<file path="src/rtl/axis_histogram_sequencer_pkg.sv">
// Shared definitions for the histogram acquisition sequencer.
// The state encoding is visible to software through sts_state.
package axis_histogram_sequencer_pkg;

    localparam int STATE_WIDTH = 3;

    typedef enum logic [STATE_WIDTH-1:0] {
        ST_IDLE    = 3'd0,
        ST_RUN     = 3'd1,
        ST_DRAIN   = 3'd2,
        ST_RD_ADDR = 3'd3,
        ST_RD_DATA = 3'd4
    } state_t;

endpackage

</file>
<file path="src/rtl/axis_histogram_sequencer_if.sv">
// AXI-Stream bundle. A beat transfers on a clock edge where tvalid and tready are both 1;
// the master holds tdata/tlast stable from tvalid rising until that edge.
interface axis_histogram_sequencer_if #(
    parameter int W = 16
);
    logic [W-1:0] tdata;
    logic         tvalid;
    logic         tready;
    logic         tlast;

    modport master (output tdata, output tvalid, output tlast, input tready);
    modport slave  (input tdata, input tvalid, input tlast, output tready);
endinterface

</file>
<file path="src/rtl/axis_histogram_sequencer_edge_detect.sv">
// Synchronises the cfg_run level and produces a one-cycle rising-edge pulse.
module axis_histogram_sequencer_edge_detect (
    input  logic aclk,
    input  logic aresetn,
    input  logic i_level,
    output logic o_level,
    output logic o_rise
);
    logic r_sync;
    logic r_prev;

    always_ff @(posedge aclk) begin
        if (!aresetn) begin
            r_sync <= 1'b0;
            r_prev <= 1'b0;
        end else begin
            r_sync <= i_level;
            r_prev <= r_sync;
        end
    end

    assign o_level = r_sync;
    assign o_rise  = r_sync & ~r_prev;
endmodule

</file>
<file path="src/rtl/axis_histogram_sequencer.sv">
// Acquisition controller: gates events into the histogram accumulator for a bounded run,
// then streams every bin out through BRAM port B, optionally zeroing each bin after it is sent.
module axis_histogram_sequencer
    import axis_histogram_sequencer_pkg::*;
#(
    parameter int AXIS_TDATA_WIDTH = 16,
    parameter int BRAM_DATA_WIDTH  = 32,
    parameter int BRAM_ADDR_WIDTH  = 14,
    parameter int CNTR_WIDTH       = 32
) (
    input  logic                       aclk,
    input  logic                       aresetn,
    input  logic                       cfg_run,
    input  logic                       cfg_clear,
    input  logic [CNTR_WIDTH-1:0]      cfg_event_limit,
    input  logic [CNTR_WIDTH-1:0]      cfg_time_limit,
    output logic [STATE_WIDTH-1:0]     sts_state,
    output logic [CNTR_WIDTH-1:0]      sts_events,
    output logic [CNTR_WIDTH-1:0]      sts_time,
    output logic                       sts_done,
    axis_histogram_sequencer_if.slave  s_axis,
    axis_histogram_sequencer_if.master m_axis,
    axis_histogram_sequencer_if.master m_axis_rd,
    output logic                       bram_portb_clk,
    output logic                       bram_portb_rst,
    output logic [BRAM_ADDR_WIDTH-1:0] bram_portb_addr,
    output logic [BRAM_DATA_WIDTH-1:0] bram_portb_wrdata,
    input  logic [BRAM_DATA_WIDTH-1:0] bram_portb_rddata,
    output logic                       bram_portb_we
);
    state_t                     r_state, w_state_nxt;
    logic                       r_en;
    logic [CNTR_WIDTH-1:0]      r_events, w_events_nxt, w_events_inc;
    logic [CNTR_WIDTH-1:0]      r_time, w_time_nxt, w_time_inc;
    logic                       r_done, w_done_nxt;
    logic [BRAM_ADDR_WIDTH-1:0] r_addr, w_addr_nxt;
    logic                       w_run_level, w_run_rise;
    logic                       w_hs, w_time_hit, w_event_hit;
    logic                       w_s_tready, w_m_tvalid, w_we;
    logic                       w_unused;

    axis_histogram_sequencer_edge_detect u_run_edge (
        .aclk    (aclk),
        .aresetn (aresetn),
        .i_level (cfg_run),
        .o_level (w_run_level),
        .o_rise  (w_run_rise)
    );

    // Counters stick at all-ones instead of wrapping
    assign w_time_inc   = (&r_time)   ? r_time   : r_time + 1'b1;
    assign w_events_inc = (&r_events) ? r_events : r_events + 1'b1;
    assign w_hs         = s_axis.tvalid & m_axis.tready;
    assign w_time_hit   = (|cfg_time_limit) && ((r_time + 1'b1) == cfg_time_limit);
    assign w_event_hit  = (|cfg_event_limit) && w_hs && (w_events_inc == cfg_event_limit);

    always_ff @(posedge aclk) begin
        if (!aresetn) begin
            r_state  <= ST_IDLE;
            r_en     <= 1'b0;
            r_events <= '0;
            r_time   <= '0;
            r_done   <= 1'b0;
            r_addr   <= '0;
        end else begin
            r_state  <= w_state_nxt;
            r_en     <= 1'b1;
            r_events <= w_events_nxt;
            r_time   <= w_time_nxt;
            r_done   <= w_done_nxt;
            r_addr   <= w_addr_nxt;
        end
    end

    always_comb begin
        w_state_nxt  = r_state;
        w_events_nxt = r_events;
        w_time_nxt   = r_time;
        w_done_nxt   = r_done;
        w_addr_nxt   = r_addr;
        w_s_tready   = r_en;
        w_m_tvalid   = 1'b0;
        w_we         = 1'b0;
        case (r_state)
            ST_IDLE: begin
                if (w_run_rise) begin
                    w_events_nxt = '0;
                    w_time_nxt   = '0;
                    w_done_nxt   = 1'b0;
                    w_state_nxt  = ST_RUN;
                end
            end
            ST_RUN: begin
                w_m_tvalid = s_axis.tvalid;
                w_s_tready = m_axis.tready;
                w_time_nxt = w_time_inc;
                if (w_hs) w_events_nxt = w_events_inc;
                if (!w_run_level || w_time_hit || w_event_hit) w_state_nxt = ST_DRAIN;
            end
            // Accumulator ready again means its last read-modify-write has retired
            ST_DRAIN: begin
                if (m_axis.tready) begin
                    w_addr_nxt  = '0;
                    w_state_nxt = ST_RD_ADDR;
                end
            end
            ST_RD_ADDR: w_state_nxt = ST_RD_DATA;
            ST_RD_DATA: begin
                if (m_axis_rd.tready) begin
                    w_we = cfg_clear;
                    if (&r_addr) begin
                        w_addr_nxt  = '0;
                        w_done_nxt  = 1'b1;
                        w_state_nxt = ST_IDLE;
                    end else begin
                        w_addr_nxt  = r_addr + 1'b1;
                        w_state_nxt = ST_RD_ADDR;
                    end
                end
            end
            default: w_state_nxt = ST_IDLE;
        endcase
    end

    assign s_axis.tready = w_s_tready;
    assign m_axis.tdata  = s_axis.tdata;
    assign m_axis.tvalid = w_m_tvalid;
    assign m_axis.tlast  = 1'b0;

    // The BRAM output register holds the bin; addr and we stay put while the readout stalls
    assign m_axis_rd.tdata  = bram_portb_rddata;
    assign m_axis_rd.tvalid = (r_state == ST_RD_DATA);
    assign m_axis_rd.tlast  = (r_state == ST_RD_DATA) && (&r_addr);

    assign bram_portb_clk    = aclk;
    assign bram_portb_rst    = ~aresetn;
    assign bram_portb_addr   = r_addr;
    assign bram_portb_wrdata = '0;
    assign bram_portb_we     = w_we;

    assign sts_state  = r_state;
    assign sts_events = r_events;
    assign sts_time   = r_time;
    assign sts_done   = r_done;

    assign w_unused = s_axis.tlast;
endmodule

</file>
<file path="src/flat_wrapper.sv">
// flat-port wrapper written by rule: the top's interface ports become plain ports
module axis_histogram_sequencer_flat import axis_histogram_sequencer_pkg::*;
#(
    parameter int AXIS_TDATA_WIDTH = 16,
    parameter int BRAM_DATA_WIDTH  = 32,
    parameter int BRAM_ADDR_WIDTH  = 14,
    parameter int CNTR_WIDTH       = 32
)
  (aclk, aresetn, cfg_run, cfg_clear, cfg_event_limit, cfg_time_limit, sts_state, sts_events, sts_time, sts_done, bram_portb_clk, bram_portb_rst, bram_portb_addr, bram_portb_wrdata, bram_portb_rddata, bram_portb_we, s_axis_tdata, s_axis_tvalid, s_axis_tlast, s_axis_tready, m_axis_tdata, m_axis_tvalid, m_axis_tlast, m_axis_tready, m_axis_rd_tdata, m_axis_rd_tvalid, m_axis_rd_tlast, m_axis_rd_tready);
  axis_histogram_sequencer_if #(.W((16))) s_axis_i ();
  axis_histogram_sequencer_if #(.W((16))) m_axis_i ();
  axis_histogram_sequencer_if #(.W((32))) m_axis_rd_i ();
  input  logic aclk;
  input  logic aresetn;
  input  logic cfg_run;
  input  logic cfg_clear;
  input  logic [CNTR_WIDTH-1:0] cfg_event_limit;
  input  logic [CNTR_WIDTH-1:0] cfg_time_limit;
  output logic [STATE_WIDTH-1:0] sts_state;
  output logic [CNTR_WIDTH-1:0] sts_events;
  output logic [CNTR_WIDTH-1:0] sts_time;
  output logic sts_done;
  output logic bram_portb_clk;
  output logic bram_portb_rst;
  output logic [BRAM_ADDR_WIDTH-1:0] bram_portb_addr;
  output logic [BRAM_DATA_WIDTH-1:0] bram_portb_wrdata;
  input  logic [BRAM_DATA_WIDTH-1:0] bram_portb_rddata;
  output logic bram_portb_we;
  input wire logic [$bits(s_axis_i.tdata)-1:0] s_axis_tdata;
  input wire logic [$bits(s_axis_i.tvalid)-1:0] s_axis_tvalid;
  input wire logic [$bits(s_axis_i.tlast)-1:0] s_axis_tlast;
  output wire logic [$bits(s_axis_i.tready)-1:0] s_axis_tready;
  output wire logic [$bits(m_axis_i.tdata)-1:0] m_axis_tdata;
  output wire logic [$bits(m_axis_i.tvalid)-1:0] m_axis_tvalid;
  output wire logic [$bits(m_axis_i.tlast)-1:0] m_axis_tlast;
  input wire logic [$bits(m_axis_i.tready)-1:0] m_axis_tready;
  output wire logic [$bits(m_axis_rd_i.tdata)-1:0] m_axis_rd_tdata;
  output wire logic [$bits(m_axis_rd_i.tvalid)-1:0] m_axis_rd_tvalid;
  output wire logic [$bits(m_axis_rd_i.tlast)-1:0] m_axis_rd_tlast;
  input wire logic [$bits(m_axis_rd_i.tready)-1:0] m_axis_rd_tready;
  assign s_axis_i.tdata = s_axis_tdata;
  assign s_axis_i.tvalid = s_axis_tvalid;
  assign s_axis_i.tlast = s_axis_tlast;
  assign s_axis_tready = s_axis_i.tready;
  assign m_axis_tdata = m_axis_i.tdata;
  assign m_axis_tvalid = m_axis_i.tvalid;
  assign m_axis_tlast = m_axis_i.tlast;
  assign m_axis_i.tready = m_axis_tready;
  assign m_axis_rd_tdata = m_axis_rd_i.tdata;
  assign m_axis_rd_tvalid = m_axis_rd_i.tvalid;
  assign m_axis_rd_tlast = m_axis_rd_i.tlast;
  assign m_axis_rd_i.tready = m_axis_rd_tready;
  axis_histogram_sequencer #(.AXIS_TDATA_WIDTH(AXIS_TDATA_WIDTH), .BRAM_DATA_WIDTH(BRAM_DATA_WIDTH), .BRAM_ADDR_WIDTH(BRAM_ADDR_WIDTH), .CNTR_WIDTH(CNTR_WIDTH)) u_core (.aclk(aclk), .aresetn(aresetn), .cfg_run(cfg_run), .cfg_clear(cfg_clear), .cfg_event_limit(cfg_event_limit), .cfg_time_limit(cfg_time_limit), .sts_state(sts_state), .sts_events(sts_events), .sts_time(sts_time), .sts_done(sts_done), .s_axis(s_axis_i), .m_axis(m_axis_i), .m_axis_rd(m_axis_rd_i), .bram_portb_clk(bram_portb_clk), .bram_portb_rst(bram_portb_rst), .bram_portb_addr(bram_portb_addr), .bram_portb_wrdata(bram_portb_wrdata), .bram_portb_rddata(bram_portb_rddata), .bram_portb_we(bram_portb_we));
endmodule
</file>
<file path="config.mk">
export PLATFORM = sky130hd
export DESIGN_NAME = axis_histogram_sequencer_flat
export DESIGN_NICKNAME = d
export VERILOG_FILES = /design/src/rtl/axis_histogram_sequencer_pkg.sv /design/src/rtl/axis_histogram_sequencer_if.sv /design/src/rtl/axis_histogram_sequencer_edge_detect.sv /design/src/rtl/axis_histogram_sequencer.sv /design/src/flat_wrapper.sv
export SDC_FILE = /design/constraint.sdc
export NUM_CORES = 1
export LEC_CHECK = 0
export ABC_CLOCK_PERIOD_IN_PS = 2900
export CORE_MARGIN = 10
export CORE_UTILIZATION = 40
export DETAILED_ROUTE_END_ITERATION = 8
export PLACE_DENSITY = 0.78
export SKIP_CTS_REPAIR_TIMING = 1
export SYNTH_ARGS = -nofsm -noshare
export SYNTH_HDL_FRONTEND = slang
export SYNTH_SLANG_ARGS = --single-unit
</file>
<file path="constraint.sdc">
create_clock -name aclk -period 2.9 [get_ports aclk]
set_input_delay 0.29 -clock aclk [delete_from_list [all_inputs] [get_ports aclk]]
set_output_delay 0.29 -clock aclk [all_outputs]
set_load 0.02 [all_outputs]
</file>
# Word-level counts from Yosys, hierarchy flattened
# Index checks and enable logic that the tools add are counted.
# Widths: inputs -> output; s select.
[op_classes]
reduce_logical = 21
n_eq_ne = 13
addsub = 3
bitwise_logic = 4
muxes = 25
[op_table]
columns = ["cell", "count"]
rows = [
  ["$mux 32", 4],
  ["$pmux 32 s2", 2],
  ["$add 32x1->32 const B", 2],
  ["$eq 32x32->1", 2],
  ["$reduce_and 32->1", 2],
  ["$reduce_or 32->1", 2],
  ["$mux 14", 3],
  ["$pmux 14 s2", 1],
  ["$pmux 3 s5", 1],
  ["$add 14x1->14 const B", 1],
  ["$reduce_and 14->1", 1],
  ["$mux 3", 4],
  ["$reduce_and 3->1", 3],
  ["$mux 1", 8],
  ["$ne 2x1->1 const B", 4],
  ["$reduce_and 4->1", 2],
  ["$eq 3x2->1 const B", 2],
  ["$ne 2x2->1 const B", 3],
  ["$reduce_bool 2->1", 3],
  ["$logic_and 1x1->1", 4],
  ["$eq 3x1->1 const B", 1],
  ["$eq 3x3->1 const B", 1],
  ["$logic_not 3->1", 1],
  ["$and 1x1->1", 2],
  ["5 further kinds", 7],
]
[totals]
regBits = 85
inputBits = 120
elab_cells = 74
output_inout_bits = 170

# Logic depth before layout (Yosys ltp)
# Gate-level depths: netlist of run 1.
[depth]
depth_word = 7
depth_mapped = 11
depth_no_buf = 10

# Hierarchy
# From an unflattened synthesis of run 1, not the netlist that was laid out.
[unflattened]
cells_unflattened = 1020
area_unflattened_um2 = 7382.1
[by_module_without_submodules]
columns = ["module", "cells_each", "seq_area_each_um2", "area_each_um2", "instances"]
rows = [
  ["axis_histogram_sequencer", 1015, 1661.6, 7315.8, 1],
  ["axis_histogram_sequencer_edge_detect", 5, 40.0, 66.3, 1],
]

==> impl_metrics.env, run 1 <==
export IMPL_outcome="finished with violations"
export IMPL_violations="setup timing"
export IMPL_multi_input_area_um2=4940
export IMPL_critPathMaxStageDelay_ns=0.53
export IMPL_grt_busiest_layer="met2"
export IMPL_rows=49
export IMPL_yosysTopAreaCell="dfxtp_1"
export IMPL_diodes=0
export IMPL_synth_area_leaders="dfxtp_1 (24%), buf_4 (8.8%), xnor2_1 (8.1%), a21oi_1 (6.0%), nor2_1 (5.1%)"
export IMPL_start_util_pct=40.5
export IMPL_place_gp_congestion=0.985
export IMPL_grt_pass1_wl_um=43500
export IMPL_worstSetupStartpointType="register"
export IMPL_crit_chain="nand4_4 -> buf_6 -> nor4_4 -> and4_1 -> nor3_4 -> xnor2_2 -> a211o_1 -> or4_4 -> or4_4 -> a32o_1"
export IMPL_syn2layout_area_growth_pct=43.1
export IMPL_antenna_found_initial=0
export IMPL_hold_violations=0
export IMPL_synth_cell_types=80
export IMPL_cts_clk_slew_worst_paths_ns=0.07
export IMPL_hpwlAfterDp_um=21000
export IMPL_routedWlPerCell_um=19.0
export IMPL_n_fill_cell=1594
export IMPL_ys_flop_type="dfxtp_1"
export IMPL_pwr_share_comb_pct=19.1
export IMPL_syn_area_um2=7220
export IMPL_instances_no_fill=1443
export IMPL_reg2regPathDepth=10
export IMPL_grt_pass1_vias=8021
export IMPL_crit_fanout=5
export IMPL_internal_power_w=0.00224
export IMPL_place_area_um2=9780
export IMPL_placeableCoreArea_um2=17800
export IMPL_finalSetupViolCount=2
export IMPL_powerDensity_nw_per_um2=311
export IMPL_worstPathRequired_ns=3.25
export IMPL_syn_inst=965
export IMPL_track_usage_pct=22.1
export IMPL_fin_area_um2=10300
export IMPL_setup_worst_path_class="register to register"
export IMPL_drt_wl_total_um=27500
export IMPL_tightest_slew_ns=1.34
export IMPL_ios=290
export IMPL_die_width_um=154
export IMPL_swShare_pct=30.3
export IMPL_final_common_cell="buf_4"
export IMPL_critPathCaptureType="register"
export IMPL_pwr_share_clk_pct=44.1
export IMPL_grt_overflow=0
export IMPL_holdPathStages=2
export IMPL_use_met1_pct=27.8
export IMPL_die_area_um2=23800
export IMPL_slew_violations=0
export IMPL_drv_cap=0
export IMPL_port_buffers=159
export IMPL_slew_headroom_pct=10.4
export IMPL_cts_tree="yes"
export IMPL_slowest_stage="or4_4"
export IMPL_fin_skew_ns=0.0140
export IMPL_p_leak_nw=3.85
export IMPL_via_per_inst=5.66
export IMPL_syn_avg_cell_area_um2=7.49
export IMPL_ant_nets=0
export IMPL_ir_drop_mv=0.440
export IMPL_drt_first_iter_violations=695
export IMPL_setup_ws_ns=-0.121
export IMPL_dp_cells=1416
export IMPL_finalCritPeriodShare_pct=104
export IMPL_cpMostUsedCell="or4_4"
export IMPL_vias=8165
export IMPL_p_seq_share_pct=36.7
export IMPL_hold_path_class="primary input to register"
export IMPL_ys_ff_latch=85
export IMPL_critical_path_arrival_ns=3.37
export IMPL_grt_start_max_net_pins=41
export IMPL_die_h_um=154
export IMPL_met3_usage_pct=6.05
export IMPL_drive_above_1_share_pct=24.1
export IMPL_synth_edf_count=0
export IMPL_layout_nets=1332
export IMPL_final_cell_mix="buf_4 (166), clkdlybuf4s50_1 (159), nor2_1 (95), a21oi_1 (85), xnor2_1 (65)"
export IMPL_final_seq_area_um2=1770
export IMPL_drc=0
export IMPL_fin_crit_ns=3.02
export IMPL_async_reset_ff_share_pct=0
export IMPL_netSwitchingPower_w=0.000973
export IMPL_clock_latency_ns=0.47
export IMPL_fmax_ghz=0.331
export IMPL_place_worst_setup_slack_ns=-0.263
export IMPL_use_met2_pct=35.1
export IMPL_setup_tns_final_ns=-0.182
export IMPL_grt_setup_unrepaired="true"
export IMPL_yosysWarningCount=0
export IMPL_first_pass_iters=5
export IMPL_synth_top_area_share_pct=23.6
export IMPL_synth_seq_area_share_pct=23.6
## Yosys cell counts (4+ instances only)
cell and count:
nor2_1 98, a21oi_1 87, buf_4 85, dfxtp_1 85, xnor2_1 67, nand2_1 58, o21ai_0 52, nand3_1 43
xor2_1 37, nor3_1 35, clkbuf_1 33, nand4_1 32, nor4_1 26, inv_1 18, nand3b_1 14, or3_1 13
and3_1 12, a21o_1 11, a31oi_1 10, and4_1 10, and2_1 8, a211oi_1 7, buf_6 7, or4_1 6
a311oi_1 5, mux2i_1 5, a2111oi_0 4, buf_2 4, nand2b_1 4, nand4b_1 4, nor2b_1 4, nor4_2 4
o211ai_1 4, o31ai_1 4
## final timing paths
check,from,to,slack [ns]
setup / recovery,u_core.sts_events[13],u_core.sts_state[0],-0.12
hold / removal,cfg_run,u_core.u_run_edge.o_level,0.49
setup reg to reg,u_core.sts_events[13],u_core.sts_state[0],-0.12
hold reg to reg,u_core.sts_time[1],u_core.sts_time[1],0.50
## kinds of logic (layout without fill, tap and decap cells)
group	after synthesis	after routing	synth area share (%)
AOI/OAI and AO/OA	218	218	18.3
xor gates and xnor gates	104	104	12.6
adders and majority gates	3	3	0.520
buffers and inverters	150	367	13.1
DFF	85	85	23.6
muxes	7	7	1.00
other	1	33	0.0519
and+or+nand+nor	397	397	30.8
## metal layers
metal / vias to the layer above / part of all wire (%)
li1: 3876 / -
met1: 3816 / 42
met2: 418 / 46
met3: 55 / 9.5
met4: 0 / 2.4
met5: - / 0
## area by class of cell
type	count	area share, %
multi-input cells	762	47.8
repair buffers	329	28.0
flip-flops and latches	85	17.2
clock buffers	14	3.13
well taps	229	2.77
inverters	18	0.654
clock inverters	6	0.484
## sequential cells by signal (all words and copies together) (netlist names)
register,count
u_core.bram_portb_addr,14
u_core.r_en,1
u_core.sts_done,1
u_core.sts_events,32
u_core.sts_state,3
u_core.sts_time,32
u_core.u_run_edge.o_level,1
u_core.u_run_edge.r_prev,1
## per-stage QoR
step,hold WS [ns],utilization [%],total power (W)
floorplan,0.318,-,0.00170
global placement,0.470,54.8,0.00184
detailed placement,0.495,54.8,0.00185
CTS,0.482,56.9,0.00322
global route,0.498,57.9,0.00334
finish,0.486,57.9,0.00321
## worst max-delay path: cells and delay by family (launching register included)
kind	cells	cell delay, ns
compound gates	2	0.44
simple gates	6	1.83
xor+xnor	1	0.13
buf+inv	1	0.15
flops	1	0.35
## power groups by stage
stage | Combinational, W | Sequential, W | Clock (W)
floorplan | 0.000448 | 0.00121 | 0.0000403
global placement | 0.000590 | 0.00121 | 0.0000463
detailed placement | 0.000595 | 0.00121 | 0.0000463
CTS | 0.000598 | 0.00118 | 0.00144
global route | 0.000662 | 0.00118 | 0.00149
finish | 0.000615 | 0.00118 | 0.00142
(Power assumes the default switching activity.)
==> run 2: changes to the inputs <==
MAX_ROUTING_LAYER = met4   (was default)
SKIP_LAST_GASP = 1   (was default)
SLEW_MARGIN = 10   (was default)
==> run 2 against run 1 <==
Effect of this change:
- the flow still finishes with violations (setup timing)
- setup slack got worse by 0.093 ns
- utilization rose by 0.76 points
- highest routed layer unchanged
- largest cell class unchanged
- combinational power up 0.8%
==> impl_metrics.env, run 2 (synthesis gave the netlist of run 1 again) <==
export IMPL_crit_family="simple AND/OR/NAND/NOR gates"
export IMPL_drive_above_1_share_pct=24.5
export IMPL_path_buf_inv=1
export IMPL_grt_pass1_vias=7944
export IMPL_die_width_um=154
export IMPL_worstPathRequired_ns=3.25
export IMPL_critical_path_arrival_ns=3.47
export IMPL_grt_start_max_net_pins=41
export IMPL_setup_ws_ns=-0.213
export IMPL_hpwlAfterDp_um=21200
export IMPL_die_h_um=154
export IMPL_tightest_slew_ns=1.26
export IMPL_worstSetupStartpointType="register"
export IMPL_layout_nets=1340
export IMPL_track_usage_pct=22.4
export IMPL_syn2layout_area_growth_pct=45.0
export IMPL_ir_drop_mv=0.514
export IMPL_place_worst_setup_slack_ns=-0.263
export IMPL_p_leak_nw=3.89
export IMPL_finalCritPeriodShare_pct=107
export IMPL_critPathMaxStageDelay_ns=0.56
export IMPL_slew_violations=0
export IMPL_reg2reg_to="u_core.sts_state[0]"
export IMPL_grt_overflow=0
export IMPL_crit_chain="nand4_4 -> buf_6 -> nor4_4 -> and4_2 -> o31ai_4 -> a21oi_1 -> nor3_1 -> or4_4 -> or4_4 -> a32o_1"
export IMPL_die_area_um2=23800
export IMPL_reg2reg_from="u_core.sts_events[10]"
export IMPL_place_gp_congestion=0.977
export IMPL_instances_no_fill=1452
export IMPL_powerDensity_nw_per_um2=307
export IMPL_path_depth=10
export IMPL_cts_tree="yes"
export IMPL_cts_clk_slew_worst_paths_ns=0.06
export IMPL_via_per_inst=5.68
export IMPL_fin_hold_ws_ns=0.419
export IMPL_drt_wl_total_um=27600
export IMPL_r2r_slack_ns=-0.21
export IMPL_clock_latency_ns=0.47
export IMPL_setup_worst_path_class="register to register"
export IMPL_port_buffers=159
export IMPL_finalSetupViolCount=2
export IMPL_final_common_cell="buf_4"
export IMPL_dp_cells=1422
export IMPL_n_fill_cell=1589
export IMPL_hold_path_class="primary input to register"
export IMPL_power_w=0.00322
export IMPL_slew_headroom_pct=15.9
export IMPL_vias=8243
export IMPL_grt_setup_unrepaired="true"
export IMPL_cpMostUsedCell="or4_4"
export IMPL_start_util_pct=40.5
export IMPL_drc=0
export IMPL_placeableCoreArea_um2=17800
export IMPL_ant_nets=0
export IMPL_holdPathStages=2
export IMPL_first_pass_iters=5
export IMPL_crit_path_end="u_core.sts_state[0]"
export IMPL_critPathCaptureType="register"
export IMPL_reg2regPathDepth=10
export IMPL_hold_violations=0
export IMPL_routedWlPerCell_um=19.0
export IMPL_antenna_found_initial=1
export IMPL_startpoint="u_core.sts_events[10]"
export IMPL_setup_tns_final_ns=-0.349
export IMPL_fin_crit_ns=3.11
export IMPL_crit_fanout=3
export IMPL_fmax_ghz=0.321
export IMPL_rows=49
export IMPL_drv_cap=0
export IMPL_outcome="finished with violations"
export IMPL_final_cell_mix="buf_4 (170), clkdlybuf4s50_1 (159), nor2_1 (95), a21oi_1 (86), xnor2_1 (66)"
export IMPL_fin_skew_ns=0.0161
export IMPL_grt_pass1_wl_um=42500
export IMPL_violations="setup timing"
export IMPL_ios=290
export IMPL_slowest_stage="or4_4"
export IMPL_drt_first_iter_violations=745
==> run 2: cell count changes in the layout (fill, tap and decap cells not counted), moves of 2 or more <==
cell and change:
buf_4 +4, buf_6 +3, clkinv_2 +2, inv_4 -2, nor4_1 +2, nor4_2 -3
o21ai_0 -3, o21ai_1 +2, xnor2_2 -2
==> run 2: per-layer routing <==
metal  GRT usage [%]  share of wire, %  vias up
li1                -                 -     3889
met1            27.3                42     3918
met2            35.1                47      365
met3            4.99               7.8       71
met4            8.86               2.9        0
met5               -                 0        -
==> run 2: final cells by class <==
| class | instances | area, um^2 | area share, % |
|---|---|---|---|
| diodes | 1 | 2.50 | 0.0239 |
| clock buffers | 14 | 335 | 3.20 |
| clock inverters | 6 | 43.8 | 0.418 |
| inverters | 18 | 67.6 | 0.645 |
| multi-input cells | 762 | 4990 | 47.6 |
| flip-flops and latches | 85 | 1770 | 16.9 |
| well taps | 229 | 287 | 2.74 |
| repair buffers | 337 | 2980 | 28.4 |
==> run 2: through the flow <==
stage | utilization [%] | cell area (um^2)
2_1_floorplan | - | 7590
3_3_place_gp | 55.1 | 9830
3_5_place_dp | 55.1 | 9830
4_1_cts | 57.1 | 10200
5_1_grt | 58.7 | 10500
6_report | 58.7 | 10500
==> run 2: worst register-to-register path, cell delays in order (launching register included) <==
cell and delay, ns:
dfxtp_4 0.36, nand4_4 0.14, buf_6 0.16, nor4_4 0.35, and4_2 0.36, o31ai_4 0.08
a21oi_1 0.14, nor3_1 0.08, or4_4 0.54, or4_4 0.57, a32o_1 0.23
==> run 2: worst min-delay path by stage <==
stage,startpoint,endpoint,slack [ns]
finish,cfg_run,u_core.u_run_edge.o_level,0.42
global route,cfg_run,u_core.u_run_edge.o_level,0.43
CTS,cfg_run,u_core.u_run_edge.o_level,0.41
global placement,u_core.sts_done,u_core.sts_done,0.48
floorplan,aresetn,u_core.r_en,0.32
detailed placement,u_core.sts_done,u_core.sts_done,0.48
==> run 2: where the power goes <==
part	leakage [nW]	switching (W)	total, W	internal [W]
combinational	2.99	0.000364	0.000620	0.000257
clock	0.185	0.000579	0.00141	0.000836
sequential	0.708	0.0000136	0.00118	0.00117
total	3.89	0.000956	0.00322	0.00226
